==> src/rtl/iowrite_pkg.sv <==
// iowrite_pkg: shared constants for the LED / 7-segment output path.
//   - SEG_HEX_0..SEG_HEX_F : active-low cathode patterns {dp,g,f,e,d,c,b,a}, dp off
//   - SEG_BLANK            : all cathodes off
//   - AN_OFF               : all anodes off (8-digit board width)
package iowrite_pkg;

  localparam logic [7:0] SEG_HEX_0 = 8'hC0;
  localparam logic [7:0] SEG_HEX_1 = 8'hF9;
  localparam logic [7:0] SEG_HEX_2 = 8'hA4;
  localparam logic [7:0] SEG_HEX_3 = 8'hB0;
  localparam logic [7:0] SEG_HEX_4 = 8'h99;
  localparam logic [7:0] SEG_HEX_5 = 8'h92;
  localparam logic [7:0] SEG_HEX_6 = 8'h82;
  localparam logic [7:0] SEG_HEX_7 = 8'hF8;
  localparam logic [7:0] SEG_HEX_8 = 8'h80;
  localparam logic [7:0] SEG_HEX_9 = 8'h90;
  localparam logic [7:0] SEG_HEX_A = 8'h88;
  localparam logic [7:0] SEG_HEX_B = 8'h83;
  localparam logic [7:0] SEG_HEX_C = 8'hC6;
  localparam logic [7:0] SEG_HEX_D = 8'hA1;
  localparam logic [7:0] SEG_HEX_E = 8'h86;
  localparam logic [7:0] SEG_HEX_F = 8'h8E;

  localparam logic [7:0] SEG_BLANK = 8'hFF;
  localparam logic [7:0] AN_OFF    = 8'hFF;

endpackage

==> src/rtl/seg_hex_decoder.sv <==
// seg_hex_decoder: combinational hex nibble to 7-segment cathode pattern.
// Ports:
//   nibble_i [3:0] : value to display
//   cat_o    [7:0] : active-low cathodes {dp,g,f,e,d,c,b,a}; dp always off
module seg_hex_decoder
  import iowrite_pkg::*;
(
  input  logic [3:0] nibble_i,
  output logic [7:0] cat_o
);

  always_comb begin
    cat_o = SEG_BLANK;
    case (nibble_i)
      4'h0: cat_o = SEG_HEX_0;
      4'h1: cat_o = SEG_HEX_1;
      4'h2: cat_o = SEG_HEX_2;
      4'h3: cat_o = SEG_HEX_3;
      4'h4: cat_o = SEG_HEX_4;
      4'h5: cat_o = SEG_HEX_5;
      4'h6: cat_o = SEG_HEX_6;
      4'h7: cat_o = SEG_HEX_7;
      4'h8: cat_o = SEG_HEX_8;
      4'h9: cat_o = SEG_HEX_9;
      4'hA: cat_o = SEG_HEX_A;
      4'hB: cat_o = SEG_HEX_B;
      4'hC: cat_o = SEG_HEX_C;
      4'hD: cat_o = SEG_HEX_D;
      4'hE: cat_o = SEG_HEX_E;
      4'hF: cat_o = SEG_HEX_F;
    endcase
  end

endmodule

==> src/rtl/iowrite_ctrl.sv <==
// iowrite_ctrl: output-side I/O controller. Holds the LED register and the
// 32-bit segment register written by store-word I/O cycles, and scans the
// multiplexed 7-segment display with a prescaled digit counter.
// Parameters:
//   SCAN_DIV   : clocks each digit stays lit (>= 2)
//   NUM_DIGITS : number of display digits (8 on the board, <= 8)
// Ports:
//   clock, reset_n       : system clock, asynchronous active-low reset
//   iow                  : I/O write strobe
//   ledctrl, segctrl     : chip selects for LED / segment registers
//   addr_hi              : segment half select (0 = digits 3..0, 1 = 7..4)
//   iowrite_data [15:0]  : write data
//   led_out [15:0]       : LED drive, 1 = lit
//   seg_an               : digit anodes, active-low
//   seg_cat [7:0]        : cathodes {dp,g,f,e,d,c,b,a}, active-low
//   write_ack            : one-cycle pulse after each accepted write
//   readback_data [15:0] : LED register, only when IOWRITE_READBACK_EN is defined
module iowrite_ctrl
  import iowrite_pkg::*;
#(
  parameter int SCAN_DIV   = 100000,
  parameter int NUM_DIGITS = 8
) (
  input  logic                  clock,
  input  logic                  reset_n,
  input  logic                  iow,
  input  logic                  ledctrl,
  input  logic                  segctrl,
  input  logic                  addr_hi,
  input  logic [15:0]           iowrite_data,
  output logic [15:0]           led_out,
  output logic [NUM_DIGITS-1:0] seg_an,
  output logic [7:0]            seg_cat,
  output logic                  write_ack
`ifdef IOWRITE_READBACK_EN
  ,
  output logic [15:0]           readback_data
`endif
);

  localparam int PW = (SCAN_DIV > 1) ? $clog2(SCAN_DIV) : 1;
  localparam int DW = (NUM_DIGITS > 1) ? $clog2(NUM_DIGITS) : 1;

  localparam logic [PW-1:0]         PRESC_TC = PW'(SCAN_DIV - 1);
  localparam logic [DW-1:0]         DIG_LAST = DW'(NUM_DIGITS - 1);
  localparam logic [NUM_DIGITS-1:0] AN_BLANK = {NUM_DIGITS{AN_OFF[0]}};
  localparam logic [NUM_DIGITS-1:0] AN_ONE   = NUM_DIGITS'(1);

  logic [15:0]           led_q, led_d;
  logic [31:0]           seg_q, seg_d;
  logic                  ack_q, ack_d;
  logic [PW-1:0]         presc_q, presc_d;
  logic [DW-1:0]         digit_q, digit_d;
  logic [NUM_DIGITS-1:0] an_q, an_d;
  logic [7:0]            cat_q, cat_d;

  logic [3:0] nibble;
  logic [7:0] cat_dec;

  // Write path: chip selects only count while iow is high; a dual select
  // updates both registers from the same data and still acks once.
  always_comb begin
    led_d = led_q;
    seg_d = seg_q;
    ack_d = 1'b0;
    if (iow) begin
      if (ledctrl) led_d = iowrite_data;
      if (segctrl) begin
        if (addr_hi) seg_d[31:16] = iowrite_data;
        else         seg_d[15:0]  = iowrite_data;
      end
      ack_d = ledctrl | segctrl;
    end
  end

  // Scan: prescaler terminal count advances the digit index.
  always_comb begin
    presc_d = presc_q + PW'(1);
    digit_d = digit_q;
    if (presc_q == PRESC_TC) begin
      presc_d = '0;
      digit_d = (digit_q == DIG_LAST) ? '0 : digit_q + DW'(1);
    end
  end

  // Nibble is taken straight from seg_q so a write to the lit digit shows
  // up on the next output register update.
  always_comb begin
    nibble = seg_q[4*int'(digit_q) +: 4];
  end

  seg_hex_decoder u_dec (
    .nibble_i (nibble),
    .cat_o    (cat_dec)
  );

  always_comb begin
    an_d  = ~(AN_ONE << digit_q);
    cat_d = cat_dec;
  end

  always_ff @(posedge clock or negedge reset_n) begin
    if (!reset_n) begin
      led_q   <= '0;
      seg_q   <= '0;
      ack_q   <= 1'b0;
      presc_q <= '0;
      digit_q <= '0;
      an_q    <= AN_BLANK;
      cat_q   <= SEG_BLANK;
    end else begin
      led_q   <= led_d;
      seg_q   <= seg_d;
      ack_q   <= ack_d;
      presc_q <= presc_d;
      digit_q <= digit_d;
      an_q    <= an_d;
      cat_q   <= cat_d;
    end
  end

  assign led_out   = led_q;
  assign seg_an    = an_q;
  assign seg_cat   = cat_q;
  assign write_ack = ack_q;

`ifdef IOWRITE_READBACK_EN
  assign readback_data = led_q;
`endif

endmodule

==> config.mk <==
export PLATFORM = sky130hd
export DESIGN_NAME = iowrite_ctrl
export DESIGN_NICKNAME = d
export VERILOG_FILES = /design/src/rtl/iowrite_pkg.sv /design/src/rtl/seg_hex_decoder.sv /design/src/rtl/iowrite_ctrl.sv
export SDC_FILE = /design/constraint.sdc
export NUM_CORES = 1
export LEC_CHECK = 0
export BUFFER_PORTS_ARGS = -buffer_cell sky130_fd_sc_hd__buf_2
export CAP_MARGIN = 15
export CORE_UTILIZATION = 40
export DETAILED_ROUTE_END_ITERATION = 10
export PLACE_DENSITY = 0.66
export SYNTH_ARGS = -nofsm -noshare
export SYNTH_HDL_FRONTEND = slang
export SYNTH_SLANG_ARGS = --single-unit
==> constraint.sdc <==
create_clock -name clock -period 4.1 [get_ports clock]
set_clock_uncertainty 0.15 [all_clocks]
set_input_delay 0.41 -clock clock [delete_from_list [all_inputs] [get_ports clock]]
set_output_delay 0.41 -clock clock [all_outputs]
set_load 0.005 [all_outputs]
==> results of run 1 <==
final cells by class:
class | instances | area (um2) | area share (%)
clock buffers | 10 | 128 | 2.94
flip-flops and latches | 84 | 2120 | 48.8
inverters | 10 | 37.5 | 0.864
clock inverters | 6 | 71.3 | 1.64
multi-input cells | 163 | 1570 | 36.0
well taps | 111 | 139 | 3.20
repair buffers | 55 | 283 | 6.51
synth_stat cells (all sizes together) (2+ instances only):
library cell | n | area, um2
clkbuf | 5 | 18.8
mux2i | 11 | 135
nor3b | 2 | 15.0
and4 | 4 | 35.0
mux4 | 8 | 199
a21oi | 2 | 10.0
mux2 | 52 | 586
nand3 | 8 | 40.0
nand2 | 14 | 52.6
dfstp | 15 | 394
dfrtp | 69 | 1730
and2 | 2 | 12.5
or3 | 3 | 18.8
ha | 13 | 163
o21ai | 3 | 15.0
nand4 | 2 | 12.5
and3 | 3 | 20.0
inv | 10 | 37.5
nor2 | 9 | 33.8
xor2 | 4 | 35.0
buf | 4 | 31.3
xnor2 | 10 | 87.6
worst max-delay path, delay by kind of cell (launching register included):
| kind | cells | cell delay, ns |
|---|---|---|
| flops | 1 | 0.74 |
| mux | 2 | 1.12 |
| compound gates | 1 | 0.23 |
| fa+ha+maj | 1 | 0.25 |
| simple gates | 1 | 0.18 |
| buf+inv | 1 | 0.14 |
power by group:
group	switching, mW	total, mW	leakage [nW]	internal, mW
Clock	0.320	0.609	0.0939	0.289
Combinational	0.133	0.298	0.861	0.165
Sequential	0.0478	0.996	1.00	0.948
cells by family after synthesis:
group                      after synthesis
DFF                                     84
muxes                                   71
xor gates and xnor gates                14
adders and majority gates               13
buffers and inverters                   19
AOI/OAI and AO/OA                       11
and+or+nand+nor                         53
other                                    1
sequential cells by signal (all words and copies together), names as in the netlist:
register / cells
seg_cat: 7
seg_q: 32
presc_q: 17
write_ack: 1
led_out: 16
digit_q: 3
seg_an: 8
per-layer routing:
layer	share of wire (%)	track usage, %
met5	0	0
met4	0.57	5.09
met3	3.3	4.15
met2	46	22.5
met1	51	21.7
through the flow:
stage	power [mW]	util, %	instances	hold WS (ns)	area [um2]
floorplan	1.19	-	266	-0.0356	3770
global placement	1.30	45.1	423	0.321	4150
detailed placement	1.31	45.1	423	0.332	4150
CTS	1.93	47.2	439	0.116	4340
global route	2.01	47.2	439	0.126	4340
finish	1.90	47.2	439	0.0918	4340
worst max path at each step:
| stage | endpoint | start | cells past startpoint |
|---|---|---|---|
| floorplan | seg_cat[0] | digit_q[0] | 7 |
| global placement | seg_cat[0] | digit_q[0] | 6 |
| detailed placement | seg_cat[0] | digit_q[0] | 6 |
| CTS | seg_cat[0] | digit_q[0] | 6 |
| global route | seg_cat[0] | digit_q[0] | 6 |
| finish | seg_cat[0] | digit_q[0] | 6 |
==> flow_metrics.py, run 1 <==
metrics = {
    "clock_tree": {
        "cts_max_level": 3,
        "cts_setup_buffers": 0,
        "clk_pin_slew_ns": 0.09,
        "postCtsHoldBufs": 0,
        "clk_latency_ns": 0.35,
        "cts_tree": "built",
        "clock_sinks": 84,
        "cts_resized": 0,
        "cts_buffer_depth": 2,
        "clock-root-buffer": "clkbuf_8",
        "cts_buffers": 9,
    },
    "sta": {
        "fmax_mhz": 347,
        "rsz0062_at_grt": "false",
        "fin_crit_ns": 2.89,
        "tightest_slew_ns": 1.03,
        "period_share_pct": 70.4,
        "tns_ns": 0,
        "hold_viol_final": 0,
        "setup_viol": 0,
        "finalWorstSetupSlack_ns": 1.21,
        "slew_violations": 0,
        "relSlewSlack_pct": 31.1,
    },
    "placed_design": {
        "gp_congestion": 0.764,
        "port_buffers": 53,
        "dp_slack_ns": 1.21,
        "hpwl_um": 4580,
    },
    "yosys": {
        "synth_area_per_cell_um2": 14.2,
        "synth-edff-count": 0,
        "syn_inst": 266,
        "synthXorXnorAreaFrac_pct": 3.25,
        "synthMuxAreaShare_pct": 24.4,
        "syn-num-nets": 301,
        "seq_area_frac_synth_pct": 56.2,
        "synth_top_family_by_area": "multiplexers",
        "synth_warnings": 0,
        "synth_area_um2": 3770,
        "synthArstFlopShare_pct": 100,
        "synth_cell_type_count": 41,
        "ys_ff_latch": 84,
        "ys.flop_type": "dfrtp_1",
        "synth-simple-area-share_pct": 7.46,
        "synth_compound_area_share_pct": 1.99,
        "synthAdderAreaFrac_pct": 4.31,
    },
    "route": {
        "drc": 0,
        "wire_per_inst_um": 15.3,
        "first_iter_violations": 72,
        "vias_per_cell": 5.07,
        "ant_nets": 0,
        "routed_wl_um": 6720,
        "drt_pass1_iterations": 4,
        "vias": 2225,
    },
    "setup_path": {
        "r2r_start": "digit_q[0]",
        "crit_fanout": 13,
        "cp.arrival_ns": 3.01,
        "critPathKind": "reg2reg",
        "startpoint_type": "flip-flop",
        "rr_worst_depth": 6,
        "required_ns": 4.23,
        "r2r_setup_slack_ns": 1.21,
        "end_kind": "flip-flop",
        "max_stage_delay_ns": 0.74,
        "timing.rr.end": "seg_cat[0]",
        "slowest_stage": "dfrtp_1",
        "path_cells": "mux4_1 > mux2i_1 > inv_1 > ha_1 > and3_2 > a211o_1",
    },
    "hold_path": {
        "hold_path_class": "in2async",
    },
    "layout": {
        "nets": 358,
        "areaGrowthSynthToFinish_pct": 15.1,
        "num_antenna_cells": 0,
        "final_common_cell": "dfrtp_1",
        "layout-drive-gt1-share_pct": 44.2,
        "mostFrequentLayoutCells": "69 x dfrtp_1, 52 x mux2_2, 52 x buf_2",
        "fill_cells": 846,
    },
    "floorplanning": {
        "core_um2": 9200,
        "die_y_um": 99.1,
        "dieArea_um2": 9830,
        "initial_core_util_pct": 41.0,
        "io_pins": 55,
        "die_w_um": 99.1,
        "core.rowCount": 35,
    },
    "global_route": {
        "grt_start_max_net_pins": 85,
        "grt_pass1_wl_um": 11500,
        "grt.overflow.total": 0,
        "antenna_found_initial": 0,
        "track_usage_pct": 15.2,
        "first_global_vias": 2253,
    },
    "pwr": {
        "p_leak_nw": 1.96,
        "power_density_nw_per_um2": 438,
        "max-vdd-ir-drop_uv": 194,
    },
    "run": {
        "maxCapViolations": 0,
    },
    "outcome": {
        "status": "complete, no violations",
    },
}
Note: power is estimated with default switching activity, not from simulation.
==> run 2: changes to the inputs <==
--- a/config.mk
+++ b/config.mk
@@ -5,11 +5,12 @@
 export SDC_FILE = /design/constraint.sdc
 export NUM_CORES = 1
 export LEC_CHECK = 0
+export ABC_AREA = 1
 export BUFFER_PORTS_ARGS = -buffer_cell sky130_fd_sc_hd__buf_2
 export CAP_MARGIN = 15
 export CORE_UTILIZATION = 40
 export DETAILED_ROUTE_END_ITERATION = 10
-export PLACE_DENSITY = 0.66
+export PLACE_DENSITY = 0.68
 export SYNTH_ARGS = -nofsm -noshare
 export SYNTH_HDL_FRONTEND = slang
 export SYNTH_SLANG_ARGS = --single-unit
==> constraint.sdc (replaced) <==
create_clock -name clock -period 2.5 [get_ports clock]
set_clock_uncertainty 0.15 [all_clocks]
set_input_delay 0.25 -clock clock [delete_from_list [all_inputs] [get_ports clock]]
set_output_delay 0.25 -clock clock [all_outputs]
set_load 0.005 [all_outputs]
==> flow_metrics.py, run 2 <==
metrics = {
    "outcome": {
        "status": "complete, no violations",
    },
    "route": {
        "vias": 3217,
        "routed_wl_um": 8180,
        "ant_nets": 0,
        "wire_per_inst_um": 12.1,
        "drt_pass1_iterations": 4,
        "first_iter_violations": 137,
        "drc": 0,
        "vias_per_cell": 4.75,
    },
    "layout": {
        "seq_area_um2": 2120,
        "largest_register": "seg_q",
        "final_core_util_pct": 47.6,
        "nets": 574,
        "areaGrowthSynthToFinish_pct": 14.4,
        "mostFrequentLayoutCells": "146 x nand2_1, 69 x dfrtp_1, 65 x inv_1",
        "multi_input_area_um2": 1600,
        "design_area_um2": 4670,
        "final_common_cell": "nand2_1",
        "largest_reg_flops": 32,
        "num_antenna_cells": 0,
        "fill_cells": 982,
        "layout-drive-gt1-share_pct": 20.4,
    },
    "pwr": {
        "internal-power_mw": 2.07,
        "seqPwrFrac_pct": 54.7,
        "max-vdd-ir-drop_uv": 396,
        "clkPwrFrac_pct": 29.7,
        "power_mw": 2.92,
        "power_density_nw_per_um2": 625,
        "power_switching_mw": 0.847,
        "switching_share_pct": 29.0,
        "pwr-share-comb_pct": 15.6,
        "p_leak_nw": 2.41,
    },
    "yosys": {
        "synthTopCellsByArea": "dfrtp_1 42%, nand2_1 13%, dfstp_2 9.6%",
        "synth_top_area_share_pct": 42.3,
        "ys_ff_latch": 84,
        "ys.flop_type": "dfrtp_1",
        "synth_cell_type_count": 31,
        "syn_inst": 484,
        "synth-edff-count": 0,
        "yosys-top-cells-count": "146 x nand2_1, 69 x dfrtp_1, 65 x inv_1, 53 x o21ai_0, 37 x nand3_1",
        "synth_area_um2": 4090,
        "synth_warnings": 0,
        "syn-num-nets": 519,
        "seq_area_frac_synth_pct": 51.9,
        "yosysMostFrequentCell": "nand2_1",
        "synthArstFlopShare_pct": 100,
        "yosysTopAreaCell": "dfrtp_1",
        "synth_area_per_cell_um2": 8.44,
    },
    "hold_path": {
        "hold_depth": 3,
        "hold_path_class": "in2reg",
        "whs_endpoint": "seg_q[18]",
        "min_from": "iowrite_data[2]",
    },
    "sta": {
        "fmax_mhz": 461,
        "setup_viol": 0,
        "period_share_pct": 86.8,
        "tns_ns": 0,
        "relSlewSlack_pct": 46.3,
        "slew_violations": 0,
        "hold_viol_final": 0,
        "tightest_slew_ns": 0.803,
        "rsz0062_at_grt": "false",
        "fin_hold_ws_ns": 0.0276,
        "fin_crit_ns": 2.17,
    },
    "floorplanning": {
        "core.rowCount": 36,
        "io_pins": 55,
        "core_um2": 9820,
        "die_w_um": 103,
        "dieArea_um2": 10600,
        "initial_core_util_pct": 41.6,
        "die_y_um": 103,
    },
    "global_route": {
        "track_usage_pct": 17.5,
        "first_global_vias": 3174,
        "grt_start_max_net_pins": 45,
        "grt_pass1_wl_um": 14400,
        "antenna_found_initial": 0,
        "grt.overflow.total": 0,
    },
    "clock_tree": {
        "clk_latency_ns": 0.35,
        "clock_sinks": 84,
        "cts_setup_buffers": 0,
        "clock-root-buffer": "clkbuf_8",
        "cts_max_level": 3,
        "cts_buffer_depth": 2,
        "clk_pin_slew_ns": 0.09,
        "cts_buffers": 9,
        "cts_tree": "built",
    },
    "setup_path": {
        "critPathKind": "reg2reg",
        "end_kind": "flip-flop",
        "crit_path_frequent_cell": "nand2_1",
        "r2r_start": "digit_q[0]",
        "cp.arrival_ns": 2.31,
        "critPathBufInv": 2,
        "startpoint_type": "flip-flop",
        "path_cells": "buf_4 > nand2_1 > nand3_1 > nand3_1 > nand2_1 > inv_1 > ha_1 > nand3_1 > nand2_1 > nand2_1 > nand2_1",
        "crit_family": "simple AND/OR/NAND/NOR gates",
        "rr_worst_depth": 11,
        "crit_fanout": 12,
        "r2r_setup_slack_ns": 0.33,
        "max_stage_delay_ns": 0.65,
        "slowest_stage": "dfrtp_1",
        "required_ns": 2.64,
        "timing.rr.end": "seg_cat[3]",
    },
    "placed_design": {
        "port_buffers": 53,
        "gp_congestion": 0.855,
        "hpwl_um": 5960,
        "dpl_cell_area_um2": 4470,
    },
    "run": {
        "maxCapViolations": 0,
    },
}
==> run 2: logic make-up (layout without fill, tap and decap cells) <==
group / Yosys count / after routing / share of synthesized area, %
AND/OR/NAND/NOR: 228 / 228 / 25.3
adder cells (fa/ha/maj): 13 / 13 / 3.98
AO/OA/AOI/OAI: 63 / 63 / 7.99
XOR/XNOR: 8 / 8 / 1.72
buffers and inverters: 87 / 147 / 8.97
other: 1 / 1 / 0.0918
flip-flops: 84 / 84 / 51.9
==> run 2: power groups by stage <==
stage,Combinational (mW),Sequential (mW),Clock [mW]
after floorplan,0.270,1.61,0
after global placement,0.439,1.62,0
after detailed placement,0.455,1.62,0
after CTS,0.459,1.60,0.900
after global routing,0.537,1.62,0.946
final,0.454,1.60,0.868
==> run 2: worst min-delay path: stages <==
cell and delay, ns:
buf_2 0.09, inv_1 0.07, o21ai_0 0.08
==> run 2: repair_timing <==
item	4_1_cts	5_1_grt
endpoints found under the setup margin	0	0
endpoints found under the hold margin	26	0
hold buffers	3	0
resized for setup	0	0
==> run 2: cell type report <==
class	instances	share of cell area (%)
inverter	71	5.84
clock inverter	6	1.02
clock buffer	10	2.73
multi-input combinational	313	34.2
sequential	84	45.4
tap	133	3.56
timing repair buffer	60	7.28
==> run 2: through the flow <==
step,worst slack (ns),std cells
5_1_grt,0.156,677
4_1_cts,0.342,677
3_3_place_gp,0.455,658
2_1_floorplan,0.679,484
6_report,0.331,677
3_5_place_dp,0.365,658
==> run 2: layer usage <==
layer  wire length [um]  up-vias  share of wire (%)  GRT usage [%]
li1                   -     1614                  -              -
met1               3940     1497                 48           23.2
met2               3720       96                 45           27.9
met3                424       10                5.2           3.59
met4                 94        0                1.1           7.58
met5                  0        -                  0              0
==> run 2: worst max path at each step <==
stage,end,slack (ns),from,cells after the start
2_1_floorplan,seg_cat[5],0.68,digit_q[0],13
3_3_place_gp,seg_cat[5],0.45,digit_q[0],11
3_5_place_dp,seg_cat[3],0.36,digit_q[0],11
4_1_cts,seg_cat[3],0.34,digit_q[0],11
5_1_grt,seg_cat[6],0.16,digit_q[0],11
6_report,seg_cat[3],0.33,digit_q[0],11
==> run 3: changes to the inputs <==
--- a/config.mk
+++ b/config.mk
@@ -8,9 +8,9 @@
 export ABC_AREA = 1
 export BUFFER_PORTS_ARGS = -buffer_cell sky130_fd_sc_hd__buf_2
 export CAP_MARGIN = 15
-export CORE_UTILIZATION = 40
+export CORE_UTILIZATION = 50
 export DETAILED_ROUTE_END_ITERATION = 10
-export PLACE_DENSITY = 0.68
+export PLACE_DENSITY = 0.81
 export SYNTH_ARGS = -nofsm -noshare
 export SYNTH_HDL_FRONTEND = slang
 export SYNTH_SLANG_ARGS = --single-unit
==> flow_metrics.py, run 3 (synthesis results as in run 2) <==
metrics = {
    "layout": {
        "final_common_cell": "nand2_1",
        "nets": 574,
        "finalNonFillerCells": 646,
        "multi_input_area_um2": 1600,
        "final_core_util_pct": 59.6,
        "mostFrequentLayoutCells": "146 x nand2_1, 69 x dfrtp_1, 65 x inv_1",
        "design_area_um2": 4650,
        "seq_area_um2": 2120,
        "largest_reg_flops": 32,
        "num_antenna_cells": 0,
        "fill_cells": 700,
        "areaGrowthSynthToFinish_pct": 13.8,
        "layout-drive-gt1-share_pct": 20.2,
        "largest_register": "seg_q",
    },
    "sta": {
        "slew_violations": 0,
        "hold_viol_final": 0,
        "tightest_slew_ns": 0.865,
        "setup_viol": 0,
        "period_share_pct": 83.9,
        "fin_crit_ns": 2.10,
        "tns_ns": 0,
        "fmax_mhz": 477,
        "rsz0062_at_grt": "false",
        "finalWorstSetupSlack_ns": 0.403,
        "relSlewSlack_pct": 42.3,
    },
    "pwr": {
        "switching_share_pct": 27.0,
        "power_switching_mw": 0.823,
        "p_leak_nw": 2.43,
        "clkPwrFrac_pct": 32.7,
        "seqPwrFrac_pct": 52.5,
        "internal-power_mw": 2.22,
        "pwr-share-comb_pct": 14.8,
        "max-vdd-ir-drop_uv": 324,
        "power_density_nw_per_um2": 655,
    },
    "placed_design": {
        "dp_slack_ns": 0.453,
        "dpl_cell_area_um2": 4420,
        "hpwl_um": 5780,
        "port_buffers": 53,
        "dp.cells": 627,
        "gp_congestion": 0.939,
    },
    "clock_tree": {
        "clk_latency_ns": 0.36,
        "cts_max_level": 3,
        "cts_setup_buffers": 0,
        "cts_tree": "built",
        "clock_sinks": 84,
        "clock-root-buffer": "clkbuf_8",
        "clk_pin_slew_ns": 0.09,
        "cts_resized": 0,
        "cts_buffers": 9,
        "cts_buffer_depth": 2,
    },
    "setup_path": {
        "r2r_start": "digit_q[0]",
        "end_kind": "flip-flop",
        "crit_path_frequent_cell": "nand2_1",
        "critPathKind": "reg2reg",
        "path_cells": "inv_6 > nand2_1 > nand2_1 > nand2_1 > nand3_1 > nand2_1 > inv_1 > ha_1 > nand3_1 > nand2_1 > nand2_1 > nand2_1",
        "crit_fanout": 19,
        "max_stage_delay_ns": 0.65,
        "crit_family": "simple AND/OR/NAND/NOR gates",
        "slowest_stage": "dfrtp_1",
        "critPathBufInv": 2,
        "startpoint_type": "flip-flop",
        "required_ns": 2.64,
        "cp-startpoint": "digit_q[0]",
        "cp.arrival_ns": 2.24,
    },
    "route": {
        "drt_pass1_iterations": 7,
        "top_layer_used": "met4",
        "wl_met1_um": 3920,
        "vias_per_cell": 5.10,
        "vias": 3294,
        "drc": 0,
        "wire_per_inst_um": 12.8,
        "dr_wl_met3_um": 435,
        "wl_met2_um": 3720,
        "routed_wl_um": 8260,
        "first_iter_violations": 163,
        "ant_nets": 0,
    },
    "global_route": {
        "grt_pass1_wl_um": 14400,
        "grt.overflow.total": 0,
        "first_global_vias": 3113,
        "track_usage_pct": 21.5,
        "grt_start_max_net_pins": 72,
        "antenna_found_initial": 0,
    },
    "floorplanning": {
        "dieArea_um2": 8540,
        "core_um2": 7810,
        "core.rowCount": 32,
        "die_y_um": 92.4,
        "io_pins": 55,
        "initial_core_util_pct": 52.3,
        "die_w_um": 92.4,
    },
    "hold_path": {
        "min_from": "iowrite_data[4]",
        "hold_path_class": "in2reg",
    },
    "outcome": {
        "status": "complete, no violations",
    },
    "run": {
        "maxCapViolations": 0,
    },
}
run 3: cell count changes in the layout (fill, tap and decap cells not counted):
cell,change
clkbuf_1,+1
buf_4,+1
clkbuf_8,+2
bufinv_16,+1
clkinvlp_4,-2
buf_12,-1
inv_6,-2
run 3: per-stage QoR:
step	power, mW	hold slack [ns]
2_1_floorplan	1.88	-0.196
3_3_place_gp	2.05	0.264
3_5_place_dp	2.07	0.274
4_1_cts	3.06	0.0309
5_1_grt	3.21	0.0516
6_report	3.04	0.0311
run 3: power by group through the flow:
stage               registers, mW  clock network (mW)  logic (mW)
global placement             1.62                   0       0.430
global route                 1.62                1.07       0.526
floorplan                    1.61                   0       0.270
detailed placement           1.62                   0       0.449
CTS                          1.60                1.01       0.456
finish                       1.60               0.996       0.451
run 3: cell type report:
cell class              instances  share of cell area (%)
well taps                     102                    2.74
clock inverters                 3                   0.969
flip-flops and latches         84                    45.6
inverters                      71                    5.86
repair buffers                 60                    7.05
multi-input cells             313                    34.4
clock buffers                  13                    3.42
run 3: routing by layer:
layer  up-vias  GRT usage, %
met5         -             0
met4         0          8.07
met3        22          4.52
met2       118          33.1
met1      1532          29.8
li1       1622             -
run 3: path summary, 6_finish.rpt:
| kind | to | slack, ns | cells past startpoint |
|---|---|---|---|
| hold / removal | seg_q[20] | 0.03 | 3 |
| min in group asynchronous | led_out[11] | 0.41 | 2 |
| max in group asynchronous | seg_cat[1] | 1.05 | 3 |
| setup reg to reg | seg_cat[3] | 0.40 | 12 |
| hold reg to reg | presc_q[0] | 0.31 | 1 |
| setup / recovery | seg_cat[3] | 0.40 | 12 |
run 3: tightest hold or removal path, cell delays in order:
cell and delay [ns]:
buf_2 0.10, inv_1 0.07, o21ai_0 0.08
run 3: timing repair:
action	in CTS	in global routing
hold buffers	3	0
setup endpoints to repair	0	0
hold endpoints to repair	70	0
